[src/rtl/seq_wide_adder_pkg.sv]
// Shared types and helpers for the multi-cycle wide adder/subtractor.
package seq_wide_adder_pkg;

  typedef enum logic [1:0] {
    IDLE = 2'd0,
    RUN  = 2'd1,
    DONE = 2'd2
  } state_t;

  function automatic int cnt_width(input int words);
    return (words > 1) ? $clog2(words) : 1;
  endfunction

endpackage

[src/rtl/rca_nbit.sv]
// Plain n-bit ripple-carry adder slice, purely combinational.
module rca_nbit #(
  parameter int n = 4
) (
  input  logic [n-1:0] a,
  input  logic [n-1:0] b,
  input  logic         ci,
  output logic [n-1:0] s,
  output logic         co
);

  logic [n:0] c;

  always_comb begin
    c    = '0;
    s    = '0;
    c[0] = ci;
    for (int i = 0; i < n; i++) begin
      s[i]   = a[i] ^ b[i] ^ c[i];
      c[i+1] = (a[i] & b[i]) | (c[i] & (a[i] ^ b[i]));
    end
    co = c[n];
  end

endmodule

[src/rtl/seq_wide_adder.sv]
// Wide add/subtract built from one shared N-bit slice stepped over WORDS cycles.
// state | meaning
// IDLE  | waiting for a request, start_ready high
// RUN   | one slice per cycle, carry held in a register
// DONE  | result held until the consumer takes it
module seq_wide_adder
  import seq_wide_adder_pkg::*;
#(
  parameter int N     = 4,
  parameter int WORDS = 4,
  parameter int W     = N * WORDS
) (
  input  logic         clk,
  input  logic         rst_n,
  input  logic         start_valid,
  output logic         start_ready,
  input  logic [W-1:0] a,
  input  logic [W-1:0] b,
  input  logic         c_in,
  input  logic         sub,
  output logic [W-1:0] sum,
  output logic         c_out,
  output logic         overflow,
  output logic         done_valid,
  input  logic         done_ready
);

  localparam int CW = cnt_width(WORDS);
  localparam logic [CW-1:0] LAST = CW'(WORDS - 1);

  state_t        state;
  logic [CW-1:0] cnt;
  logic [W-1:0]  a_sh;
  logic [W-1:0]  b_sh;
  logic          carry;
  logic          sub_q;
  logic          a_msb;
  logic          b_msb;
  logic [N-1:0]  slice_s;
  logic          slice_co;

  assign start_ready = (state == IDLE);

  rca_nbit #(.n(N)) u_slice (
    .a  (a_sh[N-1:0]),
    .b  (b_sh[N-1:0]),
    .ci (carry),
    .s  (slice_s),
    .co (slice_co)
  );

  always_ff @(posedge clk) begin
    if (!rst_n) begin
      state      <= IDLE;
      cnt        <= '0;
      a_sh       <= '0;
      b_sh       <= '0;
      carry      <= 1'b0;
      sub_q      <= 1'b0;
      a_msb      <= 1'b0;
      b_msb      <= 1'b0;
      sum        <= '0;
      c_out      <= 1'b0;
      overflow   <= 1'b0;
      done_valid <= 1'b0;
    end else begin
      case (state)
        IDLE: begin
          if (start_valid) begin
            // Subtraction is A + ~B + ~borrow, so invert B and the carry here.
            a_sh  <= a;
            b_sh  <= b ^ {W{sub}};
            carry <= c_in ^ sub;
            sub_q <= sub;
            a_msb <= a[W-1];
            b_msb <= b[W-1];
            cnt   <= '0;
            state <= RUN;
          end
        end
        RUN: begin
          sum[int'(cnt)*N +: N] <= slice_s;
          carry <= slice_co;
          a_sh  <= a_sh >> N;
          b_sh  <= b_sh >> N;
          cnt   <= cnt + 1'b1;
          if (cnt == LAST) begin
            state      <= DONE;
            done_valid <= 1'b1;
            c_out      <= slice_co;
            overflow   <= (a_msb == (b_msb ^ sub_q)) && (slice_s[N-1] != a_msb);
          end
        end
        DONE: begin
          if (done_ready) begin
            done_valid <= 1'b0;
            state      <= IDLE;
          end
        end
        default: state <= IDLE;
      endcase
    end
  end

endmodule

[config.mk]
export PLATFORM = sky130hd
export DESIGN_NAME = seq_wide_adder
export DESIGN_NICKNAME = d
export VERILOG_FILES = /design/src/rtl/seq_wide_adder_pkg.sv /design/src/rtl/rca_nbit.sv /design/src/rtl/seq_wide_adder.sv
export SDC_FILE = /design/constraint.sdc
export NUM_CORES = 1
export LEC_CHECK = 0
export BUFFER_PORTS_ARGS = -buffer_cell sky130_fd_sc_hd__clkbuf_2
export CAP_MARGIN = 0
export CELL_PAD_IN_SITES_DETAIL_PLACEMENT = 0
export CELL_PAD_IN_SITES_GLOBAL_PLACEMENT = 1
export CORE_MARGIN = 5
export CORE_UTILIZATION = 30
export DETAILED_ROUTE_END_ITERATION = 12
export GPL_TIMING_DRIVEN = 0
export PLACE_DENSITY_LB_ADDON = 0.2
export SYNTH_ARGS = -nofsm -noshare
export SYNTH_HDL_FRONTEND = slang
export SYNTH_SLANG_ARGS = --single-unit
[constraint.sdc]
create_clock -name clk -period 6.3 [get_ports clk]
set_input_delay 0.945 -clock clk [delete_from_list [all_inputs] [get_ports clk]]
set_output_delay 0.945 -clock clk [all_outputs]
set_load 0.02 [all_outputs]
==> results_dict.tcl <==
set metrics [dict create \
    status "completed" \
    p_comb_frac 0.184 \
    startpoint_type "flip-flop" \
    ctsLongestPathBuffers 2 \
    insertion_delay_ns 0.33 \
    power_leakage_nw 1.57 \
    r2r-end "overflow" \
    p_int_w 0.000598 \
    clock-root-buffer "clkbuf_8" \
    fin_cells 500 \
    core_um2 9770 \
    die_h_um 110 \
    setup_viol 0 \
    synth_edf_count 0 \
    postCtsSetupBuffers 0 \
    holdWs_ns 0.447 \
    htree_levels 3 \
    cts_tree "yes" \
    ff2ff_path_depth 9 \
    r2r_slack_ns 3.79 \
    netSwitchingFraction 0.288 \
    post-route-drc-count 0 \
    cpMostUsedCell "fa_1" \
    grt.overflow.total 0 \
    cp.arrival_ns 2.74 \
    seqCellArea_um2 1180 \
    die_area_um2 12100 \
    gp_congestion 0.751 \
    min_from "sum[11]" \
    setup_slack_ns 3.79 \
    avgSynthCellArea_um2 10.1 \
    ant_nets 0 \
    grt_usage 0.133 \
    hold-path-cell-count 2 \
    period_share 0.399 \
    relSlewSlack 0.603 \
    slowest_delay_ns 0.55 \
    drive_above_1_share 0.278 \
    routed_wl_um 7340 \
    crit_slowest_cell "fa_1" \
    numCtsBuffers 9 \
    synth_seq_cells 59 \
    async_flop_share 0 \
    hpwl_um 5520 \
    cp_max_fo 6 \
    setup.worst_path.end_class "flip-flop" \
    ios 58 \
    grt_max_degree 11 \
    worstMarginPinSlew_ns 0.594 \
    final_max_slew_viol_count 0 \
    place_ws_ns 3.78 \
    hold_buffers 0 \
    synth_warnings 0 \
    r2r-start "a_sh[0]" \
    grt_first_pass_wirelength_um 12100 \
    num_rows 36 \
    p_per_area_nw_per_um2 233 \
    path_cells "inv_1 > fa_1 > fa_1 > inv_1 > fa_1 > fa_1 > nor2b_1 > mux2i_1 > a21oi_1" \
    cts_resized 0 \
    worstHoldEndpoint "sum[11]" \
    grt_setup_unrepaired "false" \
    multiInputGateArea_um2 1600 \
    clk_pin_slew_worst_paths_ns 0.07 \
    grt_pass1_vias 2409 \
    vias 2324 \
    netlist_area_um2 3000 \
    yosysSeqAreaShare 0.393 \
    required_ns 6.52 \
    via_per_inst 4.65 \
    fin_skew_ns 0.00646 \
    start_util 0.307 \
    area_growth_pct 19.8 \
    antenna_cells 0 \
    synthFlopType "dfxtp_1" \
    dr.pass1.iters 4 \
    clock.fmax_mhz 398 \
    period_minus_slack_ns 2.51 \
    critPathKind "flip-flop to flip-flop" \
    hold_viol_final 0 \
    port_buffers 56 \
    final_nets 412 \
    synth.distinct_cells 43 \
    peakVddDrop_uv 98.9 \
    fp.dieW_um 110 \
    synth_nets 345 \
    cts.sinks 59 \
    power.switching_w 0.000242 \
    synth_cells 297 \
    nFillCells 1037 \
    fin_util 0.368 \
    clkPwrFrac 0.331 \
    wl_per_cell_um 14.7 \
    drv_cap 0 \
    tns_ns 0 \
    antenna_found_initial 0 \
    hold_class "flip-flop to flip-flop" \
    seqPwrFrac 0.485 \
    drt_iter0_markers 50 \
    place_inst 486 \
]
==> cells by family (layout without fill, tap and decap cells) <==
logic type | count (synthesis) | after routing | synth area share
flip-flops | 59 | 59 | 0.393
buffers and inverters | 33 | 103 | 0.0758
adder cells (fa/ha/maj) | 10 | 10 | 0.0516
AO/OA/AOI/OAI | 72 | 72 | 0.205
AND/OR/NAND/NOR | 91 | 91 | 0.175
multiplexers | 14 | 14 | 0.0466
XOR/XNOR | 18 | 18 | 0.0525
==> per-stage QoR <==
| stage | area (µm²) | total power, W |
|---|---|---|
| floorplan | 3000 | 0.000523 |
| global placement | 3450 | 0.000571 |
| detailed placement | 3450 | 0.000573 |
| CTS | 3600 | 0.000855 |
| global route | 3600 | 0.000890 |
| finish | 3600 | 0.000840 |
==> final cells by class <==
| type | count | area share |
|---|---|---|
| timing repair buffer | 56 | 0.0779 |
| inverter | 11 | 0.0115 |
| buffer | 22 | 0.0518 |
| multi-input combinational | 205 | 0.443 |
| sequential | 59 | 0.328 |
| clock buffer | 10 | 0.0355 |
| tap | 133 | 0.0462 |
| clock inverter | 4 | 0.00556 |
==> critical path: cells and delay by family, from the launching register on <==
kind,cells,cell delay [ns]
adders and majority gates,4,1.54
DFF,1,0.30
and+or+nand+nor,1,0.20
buffers and inverters,2,0.15
muxes,1,0.14
AOI/OAI and AO/OA,1,0.08
==> layout by cell type (no fill, tap or decap), types with 5 or more instances in the layout <==
cell type / synthesis / layout
mux2i_1: 14 / 14
buf_6: 7 / 7
clkbuf_2: 1 / 57
nand3b_1: 5 / 5
nor2b_1: 13 / 13
o2bb2ai_1: 9 / 9
a22oi_1: 17 / 17
clkbuf_8: 0 / 9
nand2_1: 39 / 39
dfxtp_1: 59 / 59
nand4_1: 12 / 12
clkbuf_1: 4 / 5
o211a_1: 10 / 10
inv_1: 11 / 11
xor2_1: 17 / 17
a21boi_1: 20 / 20
ha_1: 6 / 6
buf_4: 5 / 5
==> power by group through the flow <==
| stage | logic (W) | registers, W | clock network [W] |
|---|---|---|---|
| 4_1_cts | 0.000158 | 0.000408 | 0.000290 |
| 3_3_place_gp | 0.000156 | 0.000415 | 0 |
| 3_5_place_dp | 0.000157 | 0.000416 | 0 |
| 6_report | 0.000155 | 0.000408 | 0.000278 |
| 5_1_grt | 0.000173 | 0.000410 | 0.000306 |
| 2_1_floorplan | 0.000109 | 0.000414 | 0 |
==> Yosys cell counts (2+ instances only) <==
library cell	n	area, µm²
and3b_2	2	20.0
o2bb2ai_1	9	78.8
xor2_1	17	149
nor2_1	3	11.3
nand2b_4	2	27.5
nand2_1	39	146
a22oi_1	17	128
inv_1	11	41.3
o2bb2ai_2	4	60.1
a21oi_1	2	10.0
nand3b_1	5	37.5
buf_4	5	37.5
and3_1	3	18.8
fa_1	4	80.1
nor2b_1	13	81.3
buf_2	3	15.0
nand4_1	12	75.1
o21ai_0	2	10.0
clkbuf_1	4	15.0
a21boi_1	20	150
o211a_1	10	100
a32oi_1	4	35.0
ha_1	6	75.1
buf_6	7	78.8
nand3_1	4	20.0
dfxtp_1	59	1180
mux2i_1	14	140
==> sequential cells by signal, summed over array words and instances (netlist names) <==
register / count
c_out: 1
b_sh: 16
overflow: 1
a_sh: 16
sum: 16
carry: 1
cnt: 2
a_msb: 1
sub_q: 1
state: 2
done_valid: 1
b_msb: 1
==> worst max-delay path by stage <==
stage	from	to	slack, ns	cells after the start
global placement	a_sh[0]	overflow	3.79	9
CTS	a_sh[0]	overflow	3.77	9
detailed placement	a_sh[0]	overflow	3.78	9
floorplan	a_sh[0]	overflow	4.02	9
finish	a_sh[0]	overflow	3.79	9
global route	a_sh[0]	overflow	3.69	9
==> routing by layer <==
metal  global-route usage  share of wire
met1                0.171           0.47
met2                0.213           0.48
met3               0.0355          0.042
met4               0.0508          0.011
met5                    0              0
Power figures use the tool's default switching activity.
